### src/rtl/mc_controller.sv
// mc_controller -- multi-cycle hardwired sequencer for the MIPS-subset datapath.
//
// Steps each instruction through IF / ID / EX / MEM / WB (plus HALT for
// syscall) and drives the per-state datapath strobes.
//
// Ports:
//   clk, rst        rising-edge clock, asynchronous active-high reset
//   op, func        instruction fields from IR (stable from ID until IF)
//   alu_zero        ALU result == 0 (EX)
//   alu_ltez        rs signed <= 0 (EX)
//   mem_ready       memory access completes this cycle
//   go              resume pulse, only honoured in HALT
//   pc_write/pc_src PC load strobe and source (0 PC+4, 1 branch, 2 jump, 3 rs)
//   ir_write        latch instruction word
//   mem_read/write  memory requests; byte_en selects byte access
//   reg_write, memtoreg, regdst, jal   register-file write controls
//   alusrc, signedext, srav            ALU operand controls
//   state, halted   current state code and HALT indicator
//   illegal         one-cycle pulse in ID on an undecodable instruction
//   retired         retired-instruction counter (wraps)
module mc_controller #(
  parameter int CNT_W         = 32,
  parameter bit MEM_HANDSHAKE = 1'b1
) (
  input  logic             clk,
  input  logic             rst,
  input  logic [5:0]       op,
  input  logic [5:0]       func,
  input  logic             alu_zero,
  input  logic             alu_ltez,
  input  logic             mem_ready,
  input  logic             go,
  output logic             pc_write,
  output logic [1:0]       pc_src,
  output logic             ir_write,
  output logic             mem_read,
  output logic             mem_write,
  output logic             byte_en,
  output logic             reg_write,
  output logic             memtoreg,
  output logic             regdst,
  output logic             jal,
  output logic             alusrc,
  output logic             signedext,
  output logic             srav,
  output logic [2:0]       state,
  output logic             halted,
  output logic             illegal,
  output logic [CNT_W-1:0] retired
);

  // Codes 6 and 7 are named so the register can hold them; both recover to IF.
  typedef enum logic [2:0] {
    S_IF   = 3'd0,
    S_ID   = 3'd1,
    S_EX   = 3'd2,
    S_MEM  = 3'd3,
    S_WB   = 3'd4,
    S_HALT = 3'd5,
    S_BAD6 = 3'd6,
    S_BAD7 = 3'd7
  } state_t;

  state_t           state_q, state_d;
  logic [CNT_W-1:0] retired_q;
  logic             retire;

  // ---------------------------------------------------------------------------
  // Instruction class decode
  // ---------------------------------------------------------------------------
  logic is_special, is_rtype, is_jr, is_sys, is_j, is_jal;
  logic is_beq, is_bne, is_blez, is_branch;
  logic is_aluimm, is_aluimm_sx, is_lw, is_lbu, is_sw, is_sb;
  logic is_load, is_store, is_legal;

  always_comb begin
    is_special   = (op == 6'b000000);
    is_jr        = is_special && (func == 6'b001000);
    is_sys       = is_special && (func == 6'b001100);
    is_rtype     = is_special && !is_jr && !is_sys;
    is_j         = (op == 6'b000010);
    is_jal       = (op == 6'b000011);
    is_beq       = (op == 6'b000100);
    is_bne       = (op == 6'b000101);
    is_blez      = (op == 6'b000110);
    is_branch    = is_beq || is_bne || is_blez;
    // addi / addiu / slti take a sign-extended immediate
    is_aluimm_sx = (op == 6'b001000) || (op == 6'b001001) || (op == 6'b001010);
    // andi / ori / xori / lui take a zero-extended immediate
    is_aluimm    = is_aluimm_sx || (op == 6'b001100) || (op == 6'b001101) ||
                   (op == 6'b001110) || (op == 6'b001111);
    is_lw        = (op == 6'b100011);
    is_lbu       = (op == 6'b100100);
    is_sw        = (op == 6'b101011);
    is_sb        = (op == 6'b101000);
    is_load      = is_lw || is_lbu;
    is_store     = is_sw || is_sb;
    is_legal     = is_special || is_j || is_jal || is_branch ||
                   is_aluimm || is_load || is_store;
  end

  // ---------------------------------------------------------------------------
  // Next state and strobes
  // ---------------------------------------------------------------------------
  logic mem_done;
  logic decode_en;

  always_comb begin
    mem_done  = MEM_HANDSHAKE ? mem_ready : 1'b1;
    decode_en = (state_q == S_ID) || (state_q == S_EX) ||
                (state_q == S_MEM) || (state_q == S_WB);

    state_d   = state_q;
    retire    = 1'b0;
    pc_write  = 1'b0;
    pc_src    = 2'd0;
    ir_write  = 1'b0;
    mem_read  = 1'b0;
    mem_write = 1'b0;
    reg_write = 1'b0;
    jal       = 1'b0;
    illegal   = 1'b0;

    case (state_q)
      S_IF: begin
        mem_read = 1'b1;
        if (mem_done) begin
          ir_write = 1'b1;
          pc_write = 1'b1;
          pc_src   = 2'd0;
          state_d  = S_ID;
        end
      end
      S_ID: begin
        if (!is_legal) begin
          // Unknown instruction retires as a nop
          illegal = 1'b1;
          state_d = S_IF;
          retire  = 1'b1;
        end else if (is_j) begin
          pc_write = 1'b1;
          pc_src   = 2'd2;
          state_d  = S_IF;
          retire   = 1'b1;
        end else if (is_jal) begin
          pc_write  = 1'b1;
          pc_src    = 2'd2;
          reg_write = 1'b1;
          jal       = 1'b1;
          state_d   = S_IF;
          retire    = 1'b1;
        end else if (is_jr) begin
          pc_write = 1'b1;
          pc_src   = 2'd3;
          state_d  = S_IF;
          retire   = 1'b1;
        end else if (is_sys) begin
          state_d = S_HALT;
          retire  = 1'b1;
        end else begin
          state_d = S_EX;
        end
      end
      S_EX: begin
        if (is_branch) begin
          pc_write = (is_beq && alu_zero) || (is_bne && !alu_zero) ||
                     (is_blez && alu_ltez);
          pc_src   = 2'd1;
          state_d  = S_IF;
          retire   = 1'b1;
        end else if (is_load || is_store) begin
          state_d = S_MEM;
        end else begin
          state_d = S_WB;
        end
      end
      S_MEM: begin
        // Strobe is held until the access is accepted; only that cycle counts
        mem_read  = is_load;
        mem_write = is_store;
        if (mem_done) begin
          if (is_load) begin
            state_d = S_WB;
          end else begin
            state_d = S_IF;
            retire  = 1'b1;
          end
        end
      end
      S_WB: begin
        reg_write = 1'b1;
        state_d   = S_IF;
        retire    = 1'b1;
      end
      S_HALT: begin
        if (go) state_d = S_IF;
      end
      default: begin
        state_d = S_IF;
      end
    endcase

    alusrc    = decode_en && (is_aluimm || is_load || is_store);
    signedext = decode_en && (is_aluimm_sx || is_load || is_store);
    regdst    = decode_en && is_rtype;
    srav      = decode_en && is_rtype && (func == 6'b000111);
    byte_en   = decode_en && (is_lbu || is_sb);
    memtoreg  = decode_en && is_load;

    // Reset overrides everything so an in-flight access is dropped at once
    if (rst) begin
      pc_write  = 1'b0;
      pc_src    = 2'd0;
      ir_write  = 1'b0;
      mem_read  = 1'b0;
      mem_write = 1'b0;
      reg_write = 1'b0;
      jal       = 1'b0;
      illegal   = 1'b0;
      alusrc    = 1'b0;
      signedext = 1'b0;
      regdst    = 1'b0;
      srav      = 1'b0;
      byte_en   = 1'b0;
      memtoreg  = 1'b0;
    end
  end

  // ---------------------------------------------------------------------------
  // State and retired-counter registers
  // ---------------------------------------------------------------------------
  always_ff @(posedge clk or posedge rst) begin
    if (rst) begin
      state_q   <= S_IF;
      retired_q <= '0;
    end else begin
      state_q <= state_d;
      if (retire) retired_q <= retired_q + CNT_W'(1);
    end
  end

  assign state   = state_q;
  assign halted  = (state_q == S_HALT) && !rst;
  assign retired = retired_q;

endmodule

### config.mk
export PLATFORM = sky130hd
export DESIGN_NAME = mc_controller
export DESIGN_NICKNAME = d
export VERILOG_FILES = /design/src/rtl/mc_controller.sv
export SDC_FILE = /design/constraint.sdc
export NUM_CORES = 1
export LEC_CHECK = 0
export CAP_MARGIN = 25
export CORE_AREA = 10 10 82 84
export CTS_CLUSTER_DIAMETER = 50
export DETAILED_ROUTE_END_ITERATION = 16
export DIE_AREA = 0 0 92 94
export GPL_ROUTABILITY_DRIVEN = 1
export PLACE_DENSITY = 0.78
export SKIP_CTS_REPAIR_TIMING = 1
export SLEW_MARGIN = 10
export SYNTH_ARGS = -nofsm -noshare
export SYNTH_HDL_FRONTEND = slang
export SYNTH_SLANG_ARGS = --single-unit
### constraint.sdc
create_clock -name clk -period 2.95 [get_ports clk]
set_input_delay 0.59 -clock clk [delete_from_list [all_inputs] [get_ports clk]]
set_output_delay 0.59 -clock clk [all_outputs]
set_load 0.005 [all_outputs]
==> results.md <==
Yosys:
- The warning count from the yosys run is 0.
- The synthesized design contains 0 enable-type register cells.
- The area share of the largest cell type after synthesis is 0.380.
- Yosys attributes the largest share of cell area to sky130_fd_sc_hd__dfrtp_1 38%, sky130_fd_sc_hd__xor2_1 12%, sky130_fd_sc_hd__a21oi_1 6.3%, sky130_fd_sc_hd__nand2_1 4.4%, sky130_fd_sc_hd__nand3_1 2.8%.
- The area of the mapped netlist is approximately 2300 um^2.
- The most used flip-flop cell after synthesis is sky130_fd_sc_hd__dfrtp_1.
- The flip-flop and latch count after synthesis is 35.
- After synthesis, the mean cell area works out to about 8.8 um^2.
- The unique cell type count in the Yosys netlist is 48.
- The number of nets handed over by synthesis was 280.
- Counting every instance in the synthesized netlist gives between 200 and 300.
- Of all flip-flops after synthesis, the portion carrying an async set or reset was 1.00.
- The biggest area contributor in the post-synthesis netlist is sky130_fd_sc_hd__dfrtp_1.
- By count the netlist is led by 35 x sky130_fd_sc_hd__dfrtp_1, 31 x sky130_fd_sc_hd__xor2_1, 29 x sky130_fd_sc_hd__a21oi_1.
- The leading cell type by number of instances after synthesis is sky130_fd_sc_hd__dfrtp_1.
- Of the synthesized area, sequential elements account for 0.380.

Worst setup path:
- By startpoint and endpoint, the worst setup path is classified as primary input to output pin.
- In this design, the stage delay of the slowest critical-path cell is between 0.4 and 0.5 ns.
- The kind of start point of the critical path is a primary input.
- By instance count, the cell type seen most on the critical path is sky130_fd_sc_hd__clkdlybuf4s50_1.
- The cell with the largest stage delay on the worst path is sky130_fd_sc_hd__clkdlybuf4s50_1.
- The critical path data arrival time is 2.26 ns.
- In this run the worst path has a maximum fanout of 2.
- The endpoint kind of the worst setup timing path is an output pin.
- The signal on the critical path passes through clkdlybuf4s50_1, nor4_2, and2_1, nor3_2, and4_1, clkdlybuf4s50_1.
- The data required time of the critical path is roughly 2.4 ns.

Cells and area:
- The number of antenna diodes is 0.
- After the flow finishes, the layout carries non-filler instances totaling between 400 and 500.
- The area added between synthesis and finish is 51.0%.
- The final design utilization is 0.686.
- The net total in the final layout is roughly 380.
- In the final layout, the share of cells above drive strength 1 is 0.191.

Timing:
- The routed design could run at a clock period as short as between 2 and 3 ns.
- Measured against its own limit, the worst slew margin works out to 0.558.
- At the pin with the least slew margin, the transition time is about 0.66 ns.
- Setup repair after global routing left no endpoint under its margin.
- The number of max-slew violations in the final report was 0.
- For the final routed database, the setup TNS stands at 0 ns.
- Hold timing on the final database bottoms out at a slack of about 0.47 ns.
- The post-route clock skew is slightly above 0.01 ns.
- The number of hold-slack violations in the final timing report was 0.
- In the finished design, the share of the clock period the worst path needs comes to 0.967.
- The setup-violating endpoint count in the final report is 0.
- For this run, the top clock speed supported by timing is approximately 0.35 GHz.

Route:
- In the routed layout, each cell is associated on average with a via count of ~5.4.
- Detailed routing inserted a total of 2323 vias.
- In the final routed layout, each cell accounts on average for approximately 16 um.
- In the routed design, unresolved DRC markers number 0.
- Summed over all layers, the routed wires come to about 7100 um.
- The number of antenna-violating nets in the routed design is 0.
- The initial detailed-routing violation count is between 100 and 150.
- The first detailed-routing pass took 4 iterations.

Die:
- Measured along the y axis, the die boundary spans 94 um.
- In this run the horizontal extent of the chip is 92 um.
- The standard cell core area is between 5000 and 6000 um^2.
- The starting utilization of the core area is 0.454.
- The number of primary I/O pins is roughly 70.
- The cell row count is 26.
- The die covers roughly 8600 um^2.

CTS:
- In this run the deepest clock path goes through 2 buffers.
- The CTS buffer count is 5.
- The H-tree was split into 2 levels.
- The clock-pin slew of the registers on the worst-case setup and hold paths is approximately 0.080 ns.
- The CTS sink count is 35.
- TritonCTS built the clock tree.
- In this run the clock root is driven by a sky130_fd_sc_hd__clkbuf_8.
- The clock insertion delay at the later pin of the skew report is 0.29 ns.

Placed design:
- The weighted congestion at the end of routability-driven global placement is 0.926.
- Detailed placement finished with a half-perimeter wire length of ~5300 um.
- The post-placement cell count is 421.
- The total of buffers placed on input and output ports is between 60 and 70.

Min path:
- In this run the worst hold path is classified as flop to flop.

Global routing:
- The pin count of the biggest net entering global routing is 36.
- The first global-routing pass estimated around 11000 um of wire.
- The number of antenna violations at the first check in global routing is 0.
- For this run, the total global-route usage over all layers was measured as 0.157.
- The via count of the first global-routing pass came to ~2300.
- The total global routing overflow is 0.

Status:
- The run finished with clean final reports.

Power and ir drop:
- The largest voltage drop on the vdd net is around 0.37 mV.
- Power comes to between 0.001 and 0.0015 W.
- The leakage power figure is 1.67 nW.
- The power density over the cells is roughly 420 nW/um^2.

Job:
- Max-cap violations in this run came to 0.
[path summary, 6_finish.rpt]
check / slack (ns) / from / cells after the start / to
min in group asynchronous: 0.90 / rst / 4 / retired[11]
setup reg to reg: 0.79 / retired[0] / 6 / retired[28]
hold reg to reg: 0.47 / retired[31] / 1 / retired[31]
hold / removal: 0.47 / retired[31] / 1 / retired[31]
max in group asynchronous: 1.71 / rst / 4 / state[1]
setup / recovery: 0.1 / func[4] / 6 / srav
[where the power goes]
part           total (W)  leakage (nW)  switching [W]  internal (W)
clock           0.000346        0.0412       0.000180      0.000165
combinational   0.000528          1.15       0.000257      0.000271
sequential      0.000601         0.471      0.0000753      0.000525
total            0.00147          1.67       0.000513      0.000961
[cells in the final DEF, fill, tap and decap left out, drive strengths merged, types with 7 or more instances in the layout]
cell           synthesis  final
a211oi                 8      8
a21oi                 29     29
buf                   11     38
clkdlybuf4s50          0     57
dfrtp                 35     35
dlymetal6s2s           0     11
inv                    9      9
nand2                 27     27
nand3                 13     13
nand4                  8      8
nor2                  17     17
nor3                   7      7
o21ai                  9      9
xor2                  31     31
[per-stage QoR]
stage / worst slack, ns / instance area, um^2
floorplan: 0.216 / 2300
finish: 0.0978 / 3480
global route: 0.00423 / 3480
CTS: -0.291 / 3370
detailed placement: -0.284 / 3280
global placement: -0.267 / 3280
[per-layer routing]
metal,up-vias,global-route usage,share of wire
met5,-,0,0
li1,1145,-,-
met4,0,0.0437,0.015
met3,10,0.0440,0.047
met1,1105,0.197,0.45
met2,63,0.259,0.48
[critical path, delay by kind of cell]
family | cells | cell delay (ns)
buffers and inverters | 2 | 0.88
AND/OR/NAND/NOR | 4 | 0.80
[sequential cells by signal, indices dropped and copies added (netlist names)]
register / flops
retired: 32
state: 3
[kinds of logic (layout without fill, tap and decap cells)]
logic type | Yosys count | count (layout) | synth area share
XOR/XNOR | 34 | 34 | 0.129
AO/OA/AOI/OAI | 65 | 65 | 0.198
AND/OR/NAND/NOR | 102 | 102 | 0.231
flip-flops | 35 | 35 | 0.380
adder cells (fa/ha/maj) | 1 | 1 | 0.00543
multiplexers | 1 | 1 | 0.00489
buffers and inverters | 23 | 123 | 0.0516
[area by class of cell]
type                    instances  area, um^2
flip-flops and latches         35         877
inverters                       9        33.8
well taps                      70        87.6
fillers                       430        1590
repair buffers                106        1020
multi-input cells             203        1380
clock buffers                   6        72.6
clock inverters                 2        12.5
Power figures use the tool's default switching activity.
